`config.mk`:
```
export PLATFORM = sky130hd
export DESIGN_NAME = dmem_arbiter
export DESIGN_NICKNAME = d
export VERILOG_FILES = /design/src/rtl/dmem_arb_pkg.sv /design/src/rtl/dmem_arb_rr2.sv /design/src/rtl/dmem_arbiter.sv
export SDC_FILE = /design/constraint.sdc
export NUM_CORES = 1
export LEC_CHECK = 0
export BUFFER_PORTS_ARGS = -buffer_cell sky130_fd_sc_hd__buf_2
export CORE_AREA = 3 3 117 119
export CTS_BUF_LIST = sky130_fd_sc_hd__clkbuf_4
export CTS_CLUSTER_SIZE = 8
export DETAILED_ROUTE_END_ITERATION = 7
export DIE_AREA = 0 0 120 122
export HOLD_SLACK_MARGIN = 0.05
export PLACE_DENSITY = 0.68
export SLEW_MARGIN = 20
export SYNTH_ARGS = -nofsm -noshare
export SYNTH_HDL_FRONTEND = slang
export SYNTH_SLANG_ARGS = --single-unit
```
`constraint.sdc`:
```
create_clock -name clk -period 3.3 [get_ports clk]
set_input_delay 0.99 -clock clk [delete_from_list [all_inputs] [get_ports clk]]
set_output_delay 0.99 -clock clk [all_outputs]
set_load 0.01 [all_outputs]
```
`src/rtl/dmem_arb_pkg.sv`:
```
// Shared types and constants for the data-memory arbiter.
// Latency: n/a (types only).
// Backpressure: n/a (types only).
package dmem_arb_pkg;

    typedef enum logic {
        ARB    = 1'b0,
        LOCKED = 1'b1
    } state_t;

    typedef enum logic {
        M0 = 1'b0,
        M1 = 1'b1
    } mid_t;

    // Highest address bit an access may set without being out of range.
    localparam int LEGAL_ADDR_MSB = 11;

endpackage

```
`src/rtl/dmem_arb_rr2.sv`:
```
// Two-way round-robin picker: one-hot grant from a 2-bit request vector.
// Latency: purely combinational.
// Backpressure: none; the caller decides what a grant means.
module rr_arb2
    import dmem_arb_pkg::*;
(
    input  logic [1:0] i_req,
    input  mid_t       i_ptr,
    output logic [1:0] o_gnt
);

    // A lone requester always wins; on contention the pointer breaks the tie.
    always_comb begin
        o_gnt = 2'b00;
        case (i_req)
            2'b01:   o_gnt = 2'b01;
            2'b10:   o_gnt = 2'b10;
            2'b11:   o_gnt = (i_ptr == M0) ? 2'b01 : 2'b10;
            default: o_gnt = 2'b00;
        endcase
    end

endmodule

```
`src/rtl/dmem_arbiter.sv`:
```
// Two-master round-robin arbiter with bounded bus lock for a single-port data memory.
// Latency: grant and memory access in the request cycle; read data registered, valid one cycle later.
// Backpressure: a requester waits with req held until granted; responses cannot be stalled.
// Optional range checking of addresses is enabled by defining DMEM_ARB_RANGE_CHK_EN.
module dmem_arbiter
    import dmem_arb_pkg::*;
#(
    parameter int ADDR_W   = 32,
    parameter int DATA_W   = 32,
    parameter int MAX_LOCK = 8
)(
    input  logic              clk,
    input  logic              rst,
    input  logic              m0_req,
    input  logic              m0_we,
    input  logic [ADDR_W-1:0] m0_addr,
    input  logic [DATA_W-1:0] m0_wdata,
    input  logic              m0_lock,
    output logic              m0_gnt,
    output logic              m0_rvalid,
    output logic [DATA_W-1:0] m0_rdata,
    input  logic              m1_req,
    input  logic              m1_we,
    input  logic [ADDR_W-1:0] m1_addr,
    input  logic [DATA_W-1:0] m1_wdata,
    input  logic              m1_lock,
    output logic              m1_gnt,
    output logic              m1_rvalid,
    output logic [DATA_W-1:0] m1_rdata,
`ifdef DMEM_ARB_RANGE_CHK_EN
    output logic              m0_err,
    output logic              m1_err,
`endif
    output logic              mem_we,
    output logic [ADDR_W-1:0] mem_addr,
    output logic [DATA_W-1:0] mem_wdata,
    input  logic [DATA_W-1:0] mem_rdata
);

    localparam int CW = $clog2(MAX_LOCK + 1);

    state_t            r_state,    w_state_nxt;
    mid_t              r_rr_ptr,   w_rr_ptr_nxt;
    mid_t              r_owner,    w_owner_nxt;
    logic [CW-1:0]     r_lock_cnt, w_lock_cnt_nxt;
    logic [1:0]        r_blk,      w_blk_nxt;
    logic [CW-1:0]     w_cnt_inc;
    logic [1:0]        w_req, w_lock, w_req_eff, w_pick, w_gnt;
    mid_t              w_win;
    logic              w_we, w_bad;
    logic [ADDR_W-1:0] w_addr;
    logic [DATA_W-1:0] w_wdata;
    logic              r_m0_rvalid, r_m1_rvalid;
    logic [DATA_W-1:0] r_m0_rdata,  r_m1_rdata;
    logic              r_m0_err,    r_m1_err;

    assign w_req  = {m1_req,  m0_req};
    assign w_lock = {m1_lock, m0_lock};
    // A master whose lock was cut off at the limit stays out until it drops lock.
    assign w_req_eff = w_req & ~(r_blk & w_lock);
    assign w_win     = w_pick[1] ? M1 : M0;
    assign w_cnt_inc = r_lock_cnt + 1'b1;

    rr_arb2 u_rr_arb2 (
        .i_req (w_req_eff),
        .i_ptr (r_rr_ptr),
        .o_gnt (w_pick)
    );

    // Lock FSM state, round-robin pointer, owner, lock counter and lock blocking flags.
    always_ff @(posedge clk) begin
        if (rst) begin
            r_state    <= ARB;
            r_rr_ptr   <= M0;
            r_owner    <= M0;
            r_lock_cnt <= '0;
            r_blk      <= 2'b00;
        end else begin
            r_state    <= w_state_nxt;
            r_rr_ptr   <= w_rr_ptr_nxt;
            r_owner    <= w_owner_nxt;
            r_lock_cnt <= w_lock_cnt_nxt;
            r_blk      <= w_blk_nxt;
        end
    end

    // Next-state and grant decode; reset forces the grant low.
    always_comb begin
        w_state_nxt    = r_state;
        w_rr_ptr_nxt   = r_rr_ptr;
        w_owner_nxt    = r_owner;
        w_lock_cnt_nxt = r_lock_cnt;
        w_blk_nxt      = r_blk & w_lock;
        w_gnt          = 2'b00;
        case (r_state)
            ARB: begin
                w_gnt = w_pick;
                if (|w_pick) begin
                    w_rr_ptr_nxt = (w_win == M0) ? M1 : M0;
                    if (w_lock[w_win]) begin
                        if (MAX_LOCK == 1) begin
                            w_blk_nxt[w_win] = 1'b1;
                        end else begin
                            w_state_nxt    = LOCKED;
                            w_owner_nxt    = w_win;
                            w_lock_cnt_nxt = CW'(1);
                        end
                    end
                end
            end
            LOCKED: begin
                w_gnt[r_owner] = w_req[r_owner];
                if (!w_lock[r_owner]) begin
                    w_state_nxt    = ARB;
                    w_lock_cnt_nxt = '0;
                end else if (w_cnt_inc == CW'(MAX_LOCK)) begin
                    w_state_nxt        = ARB;
                    w_lock_cnt_nxt     = '0;
                    w_rr_ptr_nxt       = (r_owner == M0) ? M1 : M0;
                    w_blk_nxt[r_owner] = 1'b1;
                end else begin
                    w_lock_cnt_nxt = w_cnt_inc;
                end
            end
            default: w_state_nxt = ARB;
        endcase
        if (rst) begin
            w_gnt = 2'b00;
        end
    end

    assign m0_gnt  = w_gnt[0];
    assign m1_gnt  = w_gnt[1];
    assign w_we    = w_gnt[1] ? m1_we    : m0_we;
    assign w_addr  = w_gnt[1] ? m1_addr  : m0_addr;
    assign w_wdata = w_gnt[1] ? m1_wdata : m0_wdata;

`ifdef DMEM_ARB_RANGE_CHK_EN
    assign w_bad = (w_addr[ADDR_W-1:LEGAL_ADDR_MSB+1] != '0) || (w_addr[1:0] != 2'b00);
`else
    assign w_bad = 1'b0;
`endif

    assign mem_we    = (|w_gnt) & w_we & ~w_bad;
    assign mem_addr  = w_addr;
    assign mem_wdata = w_wdata;

    // Capture read data (or zero for a rejected read) for the granted master.
    always_ff @(posedge clk) begin
        if (rst) begin
            r_m0_rvalid <= 1'b0;
            r_m1_rvalid <= 1'b0;
            r_m0_rdata  <= '0;
            r_m1_rdata  <= '0;
            r_m0_err    <= 1'b0;
            r_m1_err    <= 1'b0;
        end else begin
            r_m0_rvalid <= w_gnt[0] & ~w_we;
            r_m1_rvalid <= w_gnt[1] & ~w_we;
            r_m0_err    <= w_gnt[0] & w_bad;
            r_m1_err    <= w_gnt[1] & w_bad;
            if (w_gnt[0] && !w_we) begin
                r_m0_rdata <= w_bad ? '0 : mem_rdata;
            end
            if (w_gnt[1] && !w_we) begin
                r_m1_rdata <= w_bad ? '0 : mem_rdata;
            end
        end
    end

    assign m0_rvalid = r_m0_rvalid;
    assign m1_rvalid = r_m1_rvalid;
    assign m0_rdata  = r_m0_rdata;
    assign m1_rdata  = r_m1_rdata;

`ifdef DMEM_ARB_RANGE_CHK_EN
    assign m0_err = r_m0_err;
    assign m1_err = r_m1_err;
`else
    // Error flags only reach ports when range checking is built in.
    logic w_err_unused;
    assign w_err_unused = r_m0_err ^ r_m1_err;
`endif

endmodule

```
== Word level (Yosys, flattened, before mapping) ==
Index checks and enable logic that the tools add are counted.

* Output and inout port bits: 133
* RAM bits: 0
* Latch bits: 0
* Memory bits (read-only): 0
* Word-level logic and storage cells: 75
* Input bits: 168
* Memories kept: 0
* Register bits after elaboration: 75

* Order comparisons: 3
* Add/subtract/negate cells: 1
* Divide/modulo/power cells: 0
* Bitwise logic cells: 10
* Shift-type cells: 0
* Equal/unequal tests: 8
* Reductions and logical operators: 9
* Multipliers: 0
* Mux-type cells: 35

{| class="wikitable"
|+ Operators with widths
! kind !! number
|-
| $mux 32 || 2
|-
| $mux 1 || 18
|-
| $mux 4 || 4
|-
| $mux 2 || 5
|-
| $pmux 4 s2 || 1
|-
| $and 2x2->2 || 3
|-
| $pmux 2 s3 || 1
|-
| $reduce_and 3->1 || 2
|-
| $add 4x1->4 const B || 1
|-
| $eq 2x2->1 const B || 2
|-
| $eq 4x4->1 const B || 1
|-
| $lt 1x2->1 const B || 2
|-
| $ne 2x1->1 const B || 2
|-
| $ne 2x2->1 const B || 2
|-
| $pmux 1 s2 || 2
|-
| $pmux 2 s2 || 1
|-
| $reduce_or 2->1 || 2
|-
| $and 1x1->1 || 3
|-
| $logic_and 1x1->1 || 3
|-
| $eq 2x1->1 const B || 1
|-
| $not 1->1 || 2
|-
| $not 2->2 || 1
|-
| $or 2x2->2 || 1
|-
| $reduce_and 2->1 || 1
|-
| 3 further kinds || 3
|}

== Logic depth before layout (Yosys ltp) ==
Gate-level depths: netlist (run 1).

* Depth in word-level cells: 11
* Gate-level depth with buffers: 8
* Mapped depth without buffers: 6

== Cells and area by module ==
A second synthesis (run 1) with hierarchy kept.

* Cell total of the unflattened synthesis: 549
* Area, all modules: 4,653.2 um2

{| class="wikitable"
|+ By module, submodules not included
! module !! instances !! cells an instance !! area an instance (um2) !! seq. area each (um2)
|-
| dmem_arbiter || 1 || 546 || 4,634.4 || 1,501.4
|-
| rr_arb2 || 1 || 3 || 18.8 || 0.0
|}

== Least setup slack after synthesis (run 1) ==
No wires, ideal clock.

* Path type: input to output
* From: in m0_req
* To: out mem_addr[23]
* Path buffers: 2
* Data arrival time: 2,226 ps
* Stages on the path: 6
* Data required time: 2,310 ps
* Slack: 84 ps
* Cell sequence: a21bo_1 > o21a_1 > o21ai_2 > buf_6 > buf_6 > mux2_1

* Word-level cells in the longest chain between the ends: 6
* Elaborated cells between the ends (all ways): 11
* Those cells by class: eq/ne (3); mux (6); bitwise (2)

{| class="wikitable"
|+ Ends and longest elaborated chain
! what !! RTL line !! RTL
|-
| start: declaration || dmem_arbiter.sv:14 || <nowiki>input logic m0_req,</nowiki>
|-
| $and 2x2->2 or $mux 1 (tied branches) || dmem_arbiter.sv:60, dmem_arbiter.sv:112 ||
|-
| $eq 2x2->1 (tied with other cells) || dmem_arb_rr2.sv:15 || <nowiki>case (i_req)</nowiki>
|-
| $pmux 2 s3 or $and 2x2->2 (tied branches) || -- ||
|-
| $pmux 2 s2 * || dmem_arbiter.sv:95 || <nowiki>case (r_state)</nowiki>
|-
| $mux 2 * || dmem_arbiter.sv:127 || <nowiki>if (rst) begin</nowiki>
|-
| $mux 32 * || dmem_arbiter.sv:135 || <nowiki>assign w_addr = w_gnt[1] ? m1_addr : m0_addr;</nowiki>
|-
| end: declaration || dmem_arbiter.sv:35 || <nowiki>output logic [ADDR_W-1:0] mem_addr,</nowiki>
|}

Every way passes the cells marked *; elsewhere a longest branch is shown, timed or not. The select of a mux whose other input is x is not followed.

== Worst setup path after layout (run 1) ==
* From: in m0_lock
* To: out mem_wdata[29]

* Word-level cells in the longest chain between the ends: 8
* Elaborated cells between the ends (all ways): 10
* Those cells by class: eq/ne (3); mux (4); bitwise (3)

{| class="wikitable"
|+ Ends and longest elaborated chain
! what !! RTL line !! RTL
|-
| start: declaration || dmem_arbiter.sv:18 || <nowiki>input logic m0_lock,</nowiki>
|-
| $and 2x2->2 * || dmem_arbiter.sv:60 || <nowiki>assign w_req_eff = w_req & ~(r_blk & w_lock);</nowiki>
|-
| $not 2->2 * || dmem_arbiter.sv:60 ||
|-
| $and 2x2->2 * || dmem_arbiter.sv:60 ||
|-
| $eq 2x2->1 or $eq 2x1->1 (tied branches) || dmem_arb_rr2.sv:15 ||
|-
| $pmux 2 s3 * || dmem_arb_rr2.sv:15 ||
|-
| $pmux 2 s2 * || dmem_arbiter.sv:95 ||
|-
| $mux 2 * || dmem_arbiter.sv:127 ||
|-
| $mux 32 * || dmem_arbiter.sv:136 || <nowiki>assign w_wdata = w_gnt[1] ? m1_wdata : m0_wdata;</nowiki>
|-
| end: declaration || dmem_arbiter.sv:36 || <nowiki>output logic [DATA_W-1:0] mem_wdata,</nowiki>
|}

Every way passes the cells marked *; elsewhere a longest branch is shown, timed or not.

==> results.cfg, run 1 <==
[logic_synthesis]
synth_warnings = 0
syn_inst = 440
synth-async-reset-ratio_pct = 0
yosys-top-cells-area = dfxtp_1 (40%), mux2_1 (13%), a21oi_1 (9.1%)
yosysTopAreaCell = dfxtp_1
synth_area_sq_um = 3780
synth_ff_type = dfxtp_1
avgSynthCellArea_sq_um = 8.60
ys_seq_elements = 75
synth_top_cell_area_share_pct = 39.7
synth_fp_nets = 610
synth_seq_area_share_pct = 39.7
synth_enable_flop_cells = 0
synth.distinct_cells = 41

[grt]
grt_max_degree = 71
antenna_found_initial = 7
grt_usage_pct = 22.3
gr-total-overflow = 0
grt_pass1_wl_mm = 25.1
first_global_vias = 4402

[pwr]
p_clk_share_pct = 26.9
p_switching_uw = 736
cellLeakagePower_uw = 0.00303
intPower_uw = 1640
power_density_nw_per_um2 = 384
p_sw_share_pct = 30.9
ir_drop_mv = 0.374
comb_power_share_pct = 32.5
seqPwrFrac_pct = 40.6

[setup_path]
required_ns = 2.31
startpoint_type = primary input
endpoint_kind = output pin
r2r-start = r_blk[0]
cp_slowest_cell = mux2_1
crit_fanout = 10
reg2reg_slack_ns = 1.25
critPathMaxStageDelay_ns = 0.34
worst-setup-path-type = primary input to output pin
cp.arrival_ns = 2.49
crit_end = mem_wdata[29]
crit_chain = buf_6 -> a21bo_1 -> o21a_1 -> o21ai_4 -> buf_4 -> clkbuf_16 -> mux2_1 -> buf_2
ff2ff_path_depth = 9
cp-startpoint = m0_lock
r2r_end = m0_rdata[23]

[final_layout]
layout_common_cells = buf_2 (263), dfxtp_1 (75), nand2_1 (70)
instances_no_fill = 928
area_delta_synth_final_pct = 63.8
fin_nets = 916
final_common_cell = buf_2
final_layout_size_suffix_gt1_share_pct = 51.9
num-fill-cells = 1270

[sta]
period_share_pct = 105
rsz0062_at_grt = true
hold_viol_final = 0
setup-tns-final_ns = -9.33
setup_violations = 64
report.final.slew_viol_count = 0
fmax_ghz = 0.288
worst_slack_ns = -0.176
relSlewSlack_pct = 48.5
worst_slew_pin_slew_ns = 0.773
period_needed_ns = 3.48
skew_ns = 0.00888
holdWs_ns = 0.458

[detailed_routing]
via_per_inst = 4.98
vias = 4618
drt_pass1_iterations = 5
drtAntennaViolNets = 0
wl_per_cell_microns = 19.7
drt_iter0_drc = 336
wl_mm = 18.3
drc_errors = 0

[status]
status = finished with violations
violations = negative setup slack

[hold_path]
hp-class = register to register

[placement]
gp_congestion = 1.17
io_buffers = 300
dpl.cell_count = 896
hpwl_mm = 13.4

[clock_network]
cts_buffer_depth = 2
numCtsBuffers = 9
clkLatencyLatePin_ns = 0.41
cts-root-buf = clkbuf_4
cts_max_level = 3
cts_sinks = 75
clk_pin_slew_worst_paths_ns = 0.11
cts_tree = yes

[floorplan]
io_pins = 301
die_w_microns = 120
die_h_microns = 122
rows = 41
dieArea_sq_um = 14600
initial_core_util_pct = 29.9
core_sq_um = 12700

[run]
maxCapViolCount = 0
worst min-delay path by stage:
stage	from	to	slack, ns	cells past startpoint
after floorplan	m1_rdata[0]	m1_rdata[0]	0.48	2
after global placement	m1_rdata[3]	m1_rdata[3]	0.44	2
after detailed placement	m1_rdata[6]	m1_rdata[6]	0.44	2
after CTS	m1_rdata[6]	m1_rdata[6]	0.46	2
after global routing	m1_rdata[28]	m1_rdata[28]	0.48	2
final	m1_rdata[16]	m1_rdata[16]	0.46	2
metal layers:
| layer | up-vias | wire length, microns | global-route usage (%) | share of wire (%) |
|---|---|---|---|---|
| met3 | 32 | 1570 | 7.43 | 8.6 |
| met4 | 0 | 393 | 7.73 | 2.2 |
| met2 | 233 | 8390 | 34.2 | 46 |
| met5 | - | 0 | 0 | 0 |
| li1 | 2176 | - | - | - |
| met1 | 2177 | 7920 | 29.3 | 43 |
worst max-delay path: cells and delay by family:
family / cells / cell delay (ns)
AO/OA/AOI/OAI: 3 / 0.57
buffers and inverters: 4 / 0.59
multiplexers: 1 / 0.34
cells in the mapped netlist, types with 2 or more instances:
cell	n
dfxtp_1	75
nand2_1	70
a21oi_1	69
mux2_1	44
nand3_1	36
o21ai_0	34
mux2_2	21
clkbuf_1	13
buf_2	11
inv_1	8
nor2_1	6
buf_4	5
buf_6	5
and3_1	4
o211ai_1	3
a21boi_0	2
a22o_1	2
a32o_1	2
and2_1	2
ha_1	2
mux2i_1	2
nand2b_1	2
nor3_1	2
o21ai_1	2
o31ai_1	2
through the flow:
stage / worst slack [ns] / utilization, % / power (uW) / instance area [sq um]
after floorplan: 0.0844 / - / 1290 / 3780
after CTS: -0.163 / 44.9 / 2260 / 5690
after detailed placement: -0.190 / 43.1 / 1590 / 5460
after global routing: -0.201 / 48.9 / 2480 / 6200
after global placement: -0.191 / 43.1 / 1590 / 5460
final: -0.176 / 48.9 / 2380 / 6200
kinds of logic after synthesis:
logic type | Yosys count | share of synthesized area, %
fa+ha+maj | 2 | 0.661
mux | 67 | 19.9
buf+inv | 44 | 6.25
flops | 75 | 39.7
compound gates | 129 | 19.5
simple gates | 123 | 14.1
state kept, by name, indices dropped and copies added, names as in the netlist:
name	cells
m0_rdata	32
m1_rdata	32
r_lock_cnt	4
r_blk	2
m0_rvalid	1
m1_rvalid	1
r_owner	1
r_rr_ptr	1
r_state	1
cell type report:
class / count / area (sq um) / share of cell area, %
sequential: 75 / 1500 / 24.2
clock buffer: 9 / 67.6 / 1.09
multi-input combinational: 321 / 2170 / 35.1
clock inverter: 7 / 92.6 / 1.49
inverter: 9 / 33.8 / 0.545
antenna: 5 / 12.5 / 0.202
timing repair buffer: 330 / 2100 / 33.9
tap: 172 / 215 / 3.47
repair_timing:
action,4_1_cts,5_1_grt
buffers inserted,2,2
cloned,0,7
pin swaps,0,1
setup endpoints to repair,64,64
resized for setup,16,79
hold buffers,0,0
power groups by stage:
stage	Combinational, uW	Clock [uW]	Sequential [uW]
6_report	772	640	965
4_1_cts	624	667	965
3_5_place_dp	603	0	985
2_1_floorplan	294	0	1000
5_1_grt	822	690	971
3_3_place_gp	604	0	985
Power figures use the tool's default switching activity.
==> run 2: changes to the inputs <==
==> constraint.sdc (replaced) <==
create_clock -name clk -period 4.5 [get_ports clk]
set_input_delay 1.35 -clock clk [delete_from_list [all_inputs] [get_ports clk]]
set_output_delay 1.35 -clock clk [all_outputs]
set_load 0.01 [all_outputs]
==> results.cfg, run 2 (synthesis gave the netlist of run 1 again) <==
[detailed_routing]
wl_per_cell_microns = 18.7
drtAntennaViolNets = 0
drc_errors = 0
vias = 4448
wl_mm = 16.9
drt_iter0_drc = 205
drt_pass1_iterations = 5
via_per_inst = 4.93

[final_layout]
area_delta_synth_final_pct = 45.8
final_layout_size_suffix_gt1_share_pct = 48.0
final_common_cell = buf_2
num-fill-cells = 1358
fin_nets = 894
layout_common_cells = buf_2 (300), dfxtp_1 (75), nand2_1 (70)
final_area_sq_um = 5520

[sta]
hold_viol_final = 0
skew_ns = 0.0131
worst_slew_pin_slew_ns = 0.788
report.final.slew_viol_count = 0
setup-tns-final_ns = 0
rsz0062_at_grt = false
worst_slack_ns = 0.0767
fmax_ghz = 0.226
setup_violations = 0
period_share_pct = 98.3
relSlewSlack_pct = 47.5
period_needed_ns = 4.42

[clock_network]
clk_pin_slew_worst_paths_ns = 0.12
cts_buffer_depth = 2
post_cts_buffers = 0
numCtsBuffers = 9
cts_resized = 0
holdBufCountCts = 0
clkLatencyLatePin_ns = 0.43
cts-root-buf = clkbuf_4
cts_sinks = 75
cts_tree = yes
cts_max_level = 3

[pwr]
p_switching_uw = 502
cellLeakagePower_uw = 0.00262
ir_drop_mv = 0.240
intPower_uw = 1050
p_sw_share_pct = 32.4
seqPwrFrac_pct = 45.8
comb_power_share_pct = 27.6
power_density_nw_per_um2 = 281
p_clk_share_pct = 26.5

[setup_path]
crit_fanout = 61
crit_top_cell = buf_2
worst-setup-path-type = primary input to output pin
endpoint_kind = output pin
startpoint_type = primary input
required_ns = 3.15
cp_slowest_cell = mux2_1
critPathMaxStageDelay_ns = 0.43
cp.arrival_ns = 3.07
crit_chain = buf_2 -> a21bo_1 -> o21a_1 -> o21ai_4 -> buf_12 -> mux2_1 -> buf_2

[floorplan]
rows = 41
die_h_microns = 122
core_sq_um = 12700
initial_core_util_pct = 29.9
dieArea_sq_um = 14600
die_w_microns = 120
io_pins = 301

[grt]
grt_max_degree = 71
gr-total-overflow = 0
antenna_found_initial = 4
first_global_vias = 4088
grt_pass1_wl_mm = 24.6
grt_usage_pct = 21.9

[placement]
hpwl_mm = 13.4
placed_area_sq_um = 5380
io_buffers = 300
gp_congestion = 0.930
place_ws_ns = 0.122

[status]
status = finished clean

[hold_path]
hp-class = register to register

[run]
maxCapViolCount = 0
-- run 2: cell types whose count changed in the layout (fill, tap and decap cells not counted), sizes merged --
cell,before,now
bufinv,2,1
buf,326,308
clkinv,4,3
clkinvlp,1,2
clkbuf,13,9
diode,5,2
inv,9,10
-- run 2: metrics by stage --
stage / cells / hold WS (ns) / power, uW / util, %
after floorplan: 440 / 0.481 / 948 / -
after global placement: 885 / 0.441 / 1150 / 42.4
after detailed placement: 885 / 0.446 / 1150 / 42.4
after CTS: 901 / 0.463 / 1570 / 43.5
after global routing: 903 / 0.481 / 1640 / 43.5
final: 903 / 0.458 / 1550 / 43.5
-- run 2: path summary, 6_finish.rpt --
kind	startpoint	end	slack [ns]	depth (start not counted)
setup reg to reg	r_state	m0_rdata[5]	2.26	5
setup / recovery	m0_req	mem_wdata[19]	0.08	7
hold reg to reg	m1_rdata[6]	m1_rdata[6]	0.46	2
hold / removal	m1_rdata[6]	m1_rdata[6]	0.46	2
-- run 2: power groups by stage --
| stage | Clock (uW) | Sequential, uW | Combinational [uW] |
|---|---|---|---|
| floorplan | 0 | 733 | 215 |
| global placement | 0 | 725 | 428 |
| detailed placement | 0 | 726 | 428 |
| CTS | 430 | 711 | 430 |
| global route | 463 | 716 | 466 |
| finish | 412 | 711 | 428 |
-- run 2: final cells by class --
class                      count  area, sq um  share of cell area [%]
multi-input combinational    321         2050                    37.2
sequential                    75         1500                    27.2
clock buffer                   9         67.6                    1.22
timing repair buffer         308         1570                    28.5
clock inverter                 7         67.6                    1.22
inverter                       9         33.8                   0.612
tap                          172          215                    3.90
antenna                        2         5.00                  0.0907
-- run 2: critical path, delay by kind of cell --
family	cells	cell delay, ns
buffers and inverters	3	0.60
multiplexers	1	0.43
AO/OA/AOI/OAI	3	0.64
-- run 2: layer usage --
| layer | share of wire (%) | GRT usage [%] |
|---|---|---|
| met4 | 0.58 | 3.65 |
| met5 | 0 | 0 |
| met1 | 45 | 29.9 |
| met2 | 46 | 33.9 |
| met3 | 8.4 | 7.61 |
